==> src/rtl/lane_sum_pkg.sv <==
// Shared constants and helpers for the lane adder tree.
// Latency: none (package only).
// Backpressure: not applicable.
package lane_sum_pkg;

    localparam int DEF_WIDTH = 4;
    localparam int DEF_LANES = 2;
    localparam int DEF_ACC_W = 16;

    // Width of the partial sums held at tree level k.
    function automatic int lvl_w(input int width, input int k);
        return width + k + 1;
    endfunction

    // Clamp v to the largest value representable in w bits.
    function automatic logic [31:0] sat_to(input logic [31:0] v, input int w);
        logic [31:0] lim;
        lim = (w >= 32) ? 32'hFFFF_FFFF : ((32'd1 << w) - 32'd1);
        return (v > lim) ? lim : v;
    endfunction

endpackage

==> src/rtl/lane_sum_level.sv <==
// One registered adder-tree level: sums adjacent pairs of IN_W-bit fields.
// Latency: 1 cycle.
// Backpressure: every register holds while adv is low.
module lane_sum_level #(
    parameter int IN_W  = 4,
    parameter int PAIRS = 1
) (
    input  logic                        clk,
    input  logic                        rst_n,
    input  logic                        adv,
    input  logic [2*PAIRS*IN_W-1:0]     in_data,
    input  logic                        in_valid,
    input  logic                        in_clr,
    output logic [PAIRS*(IN_W+1)-1:0]   sum_nxt,
    output logic [PAIRS*(IN_W+1)-1:0]   out_data,
    output logic                        out_valid,
    output logic                        out_clr
);

    localparam int OW = IN_W + 1;

    for (genvar p = 0; p < PAIRS; p++) begin : g_pair
        assign sum_nxt[p*OW +: OW] = OW'(in_data[2*p*IN_W +: IN_W])
                                   + OW'(in_data[(2*p+1)*IN_W +: IN_W]);
    end

    always_ff @(posedge clk or negedge rst_n) begin
        if (!rst_n) begin
            out_data  <= '0;
            out_valid <= 1'b0;
            out_clr   <= 1'b0;
        end else if (adv) begin
            out_data  <= sum_nxt;
            out_valid <= in_valid;
            out_clr   <= in_clr;
        end
    end

endmodule

==> src/rtl/lane_sum_pipe.sv <==
// Pipelined lane adder with running total; LANE_SUM_SATURATE_EN clamps out_sum.
// Latency: $clog2(LANES) register stages from accept to out_valid.
// Backpressure: global stall, in_ready = !out_valid || out_ready.
module lane_sum_pipe
    import lane_sum_pkg::*;
#(
    parameter int WIDTH = DEF_WIDTH,
    parameter int LANES = DEF_LANES,
    parameter int ACC_W = DEF_ACC_W
) (
    input  logic                              clk,
    input  logic                              rst_n,
    input  logic [LANES*WIDTH-1:0]            in_data,
    input  logic                              in_clr,
    input  logic                              in_valid,
    output logic                              in_ready,
    output logic [WIDTH+$clog2(LANES)-1:0]    out_sum_full,
    output logic [WIDTH-1:0]                  out_sum,
    output logic [ACC_W-1:0]                  out_total,
    output logic                              out_valid,
    input  logic                              out_ready
);

    localparam int LEVELS = $clog2(LANES);
    localparam int SW     = WIDTH + LEVELS;

    logic             adv;
    logic [ACC_W-1:0] total;

    assign adv      = !out_valid || out_ready;
    assign in_ready = adv;

    for (genvar k = 0; k < LEVELS; k++) begin : g_lvl
        localparam int IW = lvl_w(WIDTH, k) - 1;
        localparam int P  = LANES >> (k + 1);

        logic [2*P*IW-1:0]  d_in;
        logic               v_in;
        logic               c_in;
        logic [P*(IW+1)-1:0] d_nxt;
        logic [P*(IW+1)-1:0] d_q;
        logic               v_q;
        logic               c_q;

        if (k == 0) begin : g_src
            assign d_in = in_data;
            assign v_in = in_valid;
            assign c_in = in_clr;
        end else begin : g_src
            assign d_in = g_lvl[k-1].d_q;
            assign v_in = g_lvl[k-1].v_q;
            assign c_in = g_lvl[k-1].c_q;
        end

        lane_sum_level #(
            .IN_W  (IW),
            .PAIRS (P)
        ) u_level (
            .clk       (clk),
            .rst_n     (rst_n),
            .adv       (adv),
            .in_data   (d_in),
            .in_valid  (v_in),
            .in_clr    (c_in),
            .sum_nxt   (d_nxt),
            .out_data  (d_q),
            .out_valid (v_q),
            .out_clr   (c_q)
        );
    end

    // The total is computed from the sum entering the output stage so it
    // appears on the same cycle as that beat.
    always_ff @(posedge clk or negedge rst_n) begin
        if (!rst_n) begin
            total <= '0;
        end else if (adv && g_lvl[LEVELS-1].v_in) begin
            if (g_lvl[LEVELS-1].c_in) begin
                total <= ACC_W'(g_lvl[LEVELS-1].d_nxt);
            end else begin
                total <= total + ACC_W'(g_lvl[LEVELS-1].d_nxt);
            end
        end
    end

    assign out_sum_full = g_lvl[LEVELS-1].d_q[SW-1:0];
    assign out_valid    = g_lvl[LEVELS-1].v_q;
    assign out_total    = total;

    // The output stage's clr bit has already been consumed by the total.
    logic unused_clr;
    assign unused_clr = g_lvl[LEVELS-1].c_q;

`ifdef LANE_SUM_SATURATE_EN
    logic [31:0] sat_sum;
    assign sat_sum = sat_to(32'(out_sum_full), WIDTH);
    assign out_sum = sat_sum[WIDTH-1:0];
`else
    assign out_sum = out_sum_full[WIDTH-1:0];
`endif

endmodule

==> config.mk <==
export PLATFORM = sky130hd
export DESIGN_NAME = lane_sum_pipe
export DESIGN_NICKNAME = d
export VERILOG_FILES = /design/src/rtl/lane_sum_pkg.sv /design/src/rtl/lane_sum_level.sv /design/src/rtl/lane_sum_pipe.sv
export SDC_FILE = /design/constraint.sdc
export NUM_CORES = 1
export LEC_CHECK = 0
export CAP_MARGIN = 20
export CORE_ASPECT_RATIO = 0.8
export CORE_MARGIN = 2
export CORE_UTILIZATION = 56
export CTS_CLUSTER_DIAMETER = 100
export DETAILED_ROUTE_END_ITERATION = 8
export DONT_BUFFER_PORTS = 1
export PLACE_DENSITY = 0.83
export SKIP_LAST_GASP = 1
export SLEW_MARGIN = 25
export SYNTH_ARGS = -nofsm -noshare
export SYNTH_HDL_FRONTEND = slang
export SYNTH_HIERARCHICAL = 1
export SYNTH_SLANG_ARGS = --single-unit
==> constraint.sdc <==
create_clock -name clk -period 1.9 [get_ports clk]
set_clock_uncertainty 0.05 [all_clocks]
set_input_delay 0.475 -clock clk [delete_from_list [all_inputs] [get_ports clk]]
set_output_delay 0.475 -clock clk [all_outputs]
set_load 0.03 [all_outputs]
# After elaboration in Yosys (flattened, before gate mapping)
# Index checks and enable logic that the tools add are counted.
# totals
ff_bits,22
out_inout_bits,27
elab_cells,9
input_bits,13
# classes
n_reduce_logical,3
n_mux,1
add_sub_neg,2
# ops
cell,count
adder 16 x 5 -> 16 bit,1
2-to-1 mux 16 bit,1
adder 4 x 4 -> 5 bit,1
logical AND 1 bit,1
zero test 1 bit,1
logical OR 1 bit,1

# Longest topological paths before layout
# depth
word_depth,3
ltp_mapped,11
ltp_nobuf,11

# Cells and area by module
# The synthesis kept the hierarchy.
# modules_own_cells
module,seq_area_each_um2,area_per_inst_um2,n_inst,cells_per_inst
lane_sum_pipe,400.4,1152.4,1,123
lane_sum_level,175.2,410.4,1,38

# Worst setup path before layout
# Ideal clock, no wire load.
# synth_timing
path_type,input to register
from,in in_data[0]
to,"reg total[8], in the netlist out_total[8]"
setup_time_ns,0.124
t_required_ns,1.726
t_arrival_ns,2.566
slack_ns,-0.840
n_path_buf,0
cell_stages,9
path_cell_list,ha_1 -> inv_1 -> fa_1 -> inv_1 -> fa_1 -> a211o_1 -> a21oi_1 -> nor4_1 -> a211o_1
# synth_via
elab_chain_cells,3
# synth_lines
item,line_no,text
"start, declared",lane_sum_pipe.sv:13,"input logic [LANES*WIDTH-1:0] in_data,"
adder 4 x 4 -> 5 bit,lane_sum_level.sv:24,+ OW'(in_data[(2*p+1)*IN_W +: IN_W]);
named net g_lvl[0].d_nxt[1],lane_sum_pipe.sv:40,logic [P*(IW+1)-1:0] d_nxt;
adder 16 x 5 -> 16 bit,lane_sum_pipe.sv:81,total <= total + ACC_W'(g_lvl[LEVELS-1].d_nxt);
2-to-1 mux 16 bit,lane_sum_pipe.sv:78,if (g_lvl[LEVELS-1].c_in) begin
"end signal, assigned",lane_sum_pipe.sv:79,total <= ACC_W'(g_lvl[LEVELS-1].d_nxt);
"end signal, assigned",lane_sum_pipe.sv:81,
"end, declared",lane_sum_pipe.sv:28,logic [ACC_W-1:0] total;
# The timed path passes the listed nets, and every way through them passes these cells.
# A chain may end at the register's enable or synchronous reset.

# Final worst setup path
# layout_timing
from,in in_data[0]
to,"reg total[6], in the netlist out_total[6]"
# The elaborated chain is that of the path after synthesis.

==> parameters.txt <==
Parameter                              Value

Outcome
  Status    finished, violations left
  Violations in the final reports    setup timing

Detailed routing
  Max Used Layer    met4
  Number of design rule violations left after detail routing    0
  Post-DR vias/cell    6.667
  Total length of routed wires    5403 microns
  Amount of wire on met3 after detailed routing    433 microns
  Met1 wire length    2119 microns
  Number of nets with antenna violations after detailed routing    0
  Via count    1600
  Met2 WL    2652 microns
  Iter 0 DRT Violations    157
  Count of TritonRoute iterations in the first routing pass    5
  Average routed wire per standard cell    22.51 microns

Power and ir drop
  Highest ir drop seen on vdd    833.6 uV
  Final total power    2.605 mW
  Static leakage    0.9939 nW
  Psw    1.137 mW
  Register share of total power    27.2%
  Clock network fraction of total power    10.3%
  Proportion of total power due to net switching    43.65%
  Combinational Power Share    62.5%
  Areal power density over the cells    1163 nW/um^2
  Internal power of the cells    1.468 mW

Floorplanning
  Die height    50.70 microns
  Area of the die    3162 sq um
  Ports placed on the boundary    40
  Starting utilization of the core area    60.52%
  Placeable core area    2522 sq um
  Number of standard-cell rows in the floorplan    16
  Die Width    62.37 microns

Clock tree
  Worst-Skew Late Latency    0.32 ns
  TritonCTS Buffers    3
  TritonCTS Sinks    22
  TritonCTS clock tree    yes
  Longest Clk Path Bufs    2
  Clock transition time at the flip-flop clock pins of the worst setup and hold paths    0.13 ns
  Deepest level of the CTS H-tree    1
  CTS Root Buffer Type    clkbuf_4

Final layout
  Layout cells sized above 1    51.47%
  Multi-input logic area    1162 sq um
  Synthesis-to-layout area growth    46.72%
  ANT cells    0
  FILL cells    97
  Total area of sequential cells    550.5 sq um
  Layout Cell Area excl Fill    2240 sq um
  Fin nets    229

Critical path
  Last element of the critical path    out_total[6]$_DFFE_PN0P_
  Required time of the worst setup path    2.07 ns
  Logic depth of the worst register-to-register path    6
  Startpoint types    input port
  Crit Path Max Fanout    3
  Crit. Startpoint    in_data[0]
  Terminus of the critical flop-to-flop path    out_total[6]$_DFFE_PN0P_
  Type of the worst setup path    input port to flip-flop
  Nature of the critical path endpoint    flip-flop
  Arrival time worst endpoint    2.57 ns
  Reg2reg start    out_total[0]$_DFFE_PN0P_
  Register-to-register setup slack    -0.29 ns

Synth
  Post-synthesis cell area    1526 sq um
  Syn avg cell area    9.600 sq um
  Warnings, synthesis    6
  Post-synthesis instance total    159
  Post-synthesis net count    183

Global route
  Global-route wire length before repair    7741 microns
  Maximum number of pins on one net before global-route repair    23
  Total GRT Usage    32.00%
  Number of global-route vias before repair    1610
  Antenna violations before repair    0
  Gr ovfl total    0

STA
  Worst hold slack across all endpoints    0.06663 ns
  Transition time at the pin with the least slew margin    0.5789 ns
  Setup repair after global routing missed its margin    true
  Fraction of the cycle the final worst path needs    126.6%
  Final Hold Viols    0
  Clock period minus final worst setup slack    2.406 ns
  Number of setup violations in the final report    14
  Headroom to the max-slew limit    61.41%
  Setup slack of the critical path after layout    -0.5059 ns
  Highest clock rate    415.6 MHz
  Max Transition Viols Final    0

Placement
  Detailed Place HPWL    3010 microns
  Global placement routability congestion    0.8351
  Instance area at placement    1888 sq um
  Count of buffers from port buffering    0

Job
  Max-capacitance violation count    0

Worst hold path
  Hold Path Class    input port to asynchronous set/reset pin
[state kept, by name (all words and copies together), names as in the netlist]
signal,cells
out_total,16
g_lvl.u_level/out_valid,1
g_lvl.u_level/out_data,5
[power by group through the flow]
stage	Clock, mW	Combinational (mW)	Sequential [mW]
3_3_place_gp	0	1.10	0.694
4_1_cts	0.266	1.27	0.697
5_1_grt	0.284	1.71	0.714
2_1_floorplan	0	0.621	0.811
6_report	0.268	1.63	0.708
3_5_place_dp	0	1.15	0.699
[layout make-up]
| cell class | instances | area share (%) |
|---|---|---|
| Tap cell | 36 | 2.011 |
| Sequential cell | 22 | 24.58 |
| Inverter | 9 | 1.620 |
| Timing Repair Buffer | 49 | 18.27 |
| Multi-Input combinational cell | 120 | 51.90 |
| Clock buffer | 4 | 1.620 |
[through the flow]
stage	instances	utilization (%)	setup WS, ns	TNS [ns]
6_report	240	88.79	-0.5059	-5.408
5_1_grt	240	88.79	-0.5536	-6.069
4_1_cts	236	81.55	-0.4172	-4.956
3_5_place_dp	226	74.85	-0.8317	-9.759
3_3_place_gp	226	74.85	-0.7182	-8.779
2_1_floorplan	159	-	-0.6995	-7.149
[what timing repair did]
item / CTS / global route
gates resized for setup: 16 / 27
pin swaps: 14 / 12
cloned: 0 / 0
endpoints found under the setup margin: 14 / 14
setup buffers: 6 / 4
hold buffers: 1 / 0
hold endpoints to repair: 22 / 0
[cells in the final DEF (no fill, tap or decap), types with 3 or more instances in the layout]
| cell type | instances |
|---|---|
| ha_1 | 3 |
| a21oi_2 | 4 |
| nand2b_1 | 6 |
| o31ai_1 | 3 |
| a211o_1 | 3 |
| inv_1 | 6 |
| nand3_1 | 3 |
| mux2i_1 | 5 |
| dfrtp_1 | 22 |
| a21oi_4 | 3 |
| mux2_2 | 4 |
| buf_6 | 5 |
| clkbuf_4 | 3 |
| buf_4 | 41 |
| ha_4 | 6 |
| a21oi_1 | 9 |
| nand2_1 | 13 |
| a21o_1 | 3 |
| o21ai_1 | 3 |
| or4_4 | 3 |
[worst max-delay path: stages]
cell and delay, ns:
ha_4 0.12, inv_2 0.04, fa_2 0.55, inv_4 0.05, fa_2 0.36, a211o_4 0.36, a21o_1 0.18, and2_4 0.15
a221o_1 0.28
[per-layer routing]
layer  GRT usage, %  vias up
li1               -      676
met1          36.65      777
met2          58.51      119
met3          7.623       28
met4          12.59        0
met5              0        -
[worst min-delay path by stage]
stage                   from                                        to  cells past startpoint
finish                 rst_n  g_lvl[0].u_level/out_data[1]$_DFFE_PN0P_                      1
global route           rst_n                  out_total[7]$_DFFE_PN0P_                      1
CTS                 in_valid    g_lvl[0].u_level/out_valid$_DFFE_PN0P_                      1
detailed placement     rst_n  g_lvl[0].u_level/out_data[1]$_DFFE_PN0P_                      0
global placement       rst_n  g_lvl[0].u_level/out_data[1]$_DFFE_PN0P_                      0
floorplan              rst_n  g_lvl[0].u_level/out_data[0]$_DFFE_PN0P_                      0
(Power assumes the default switching activity.)
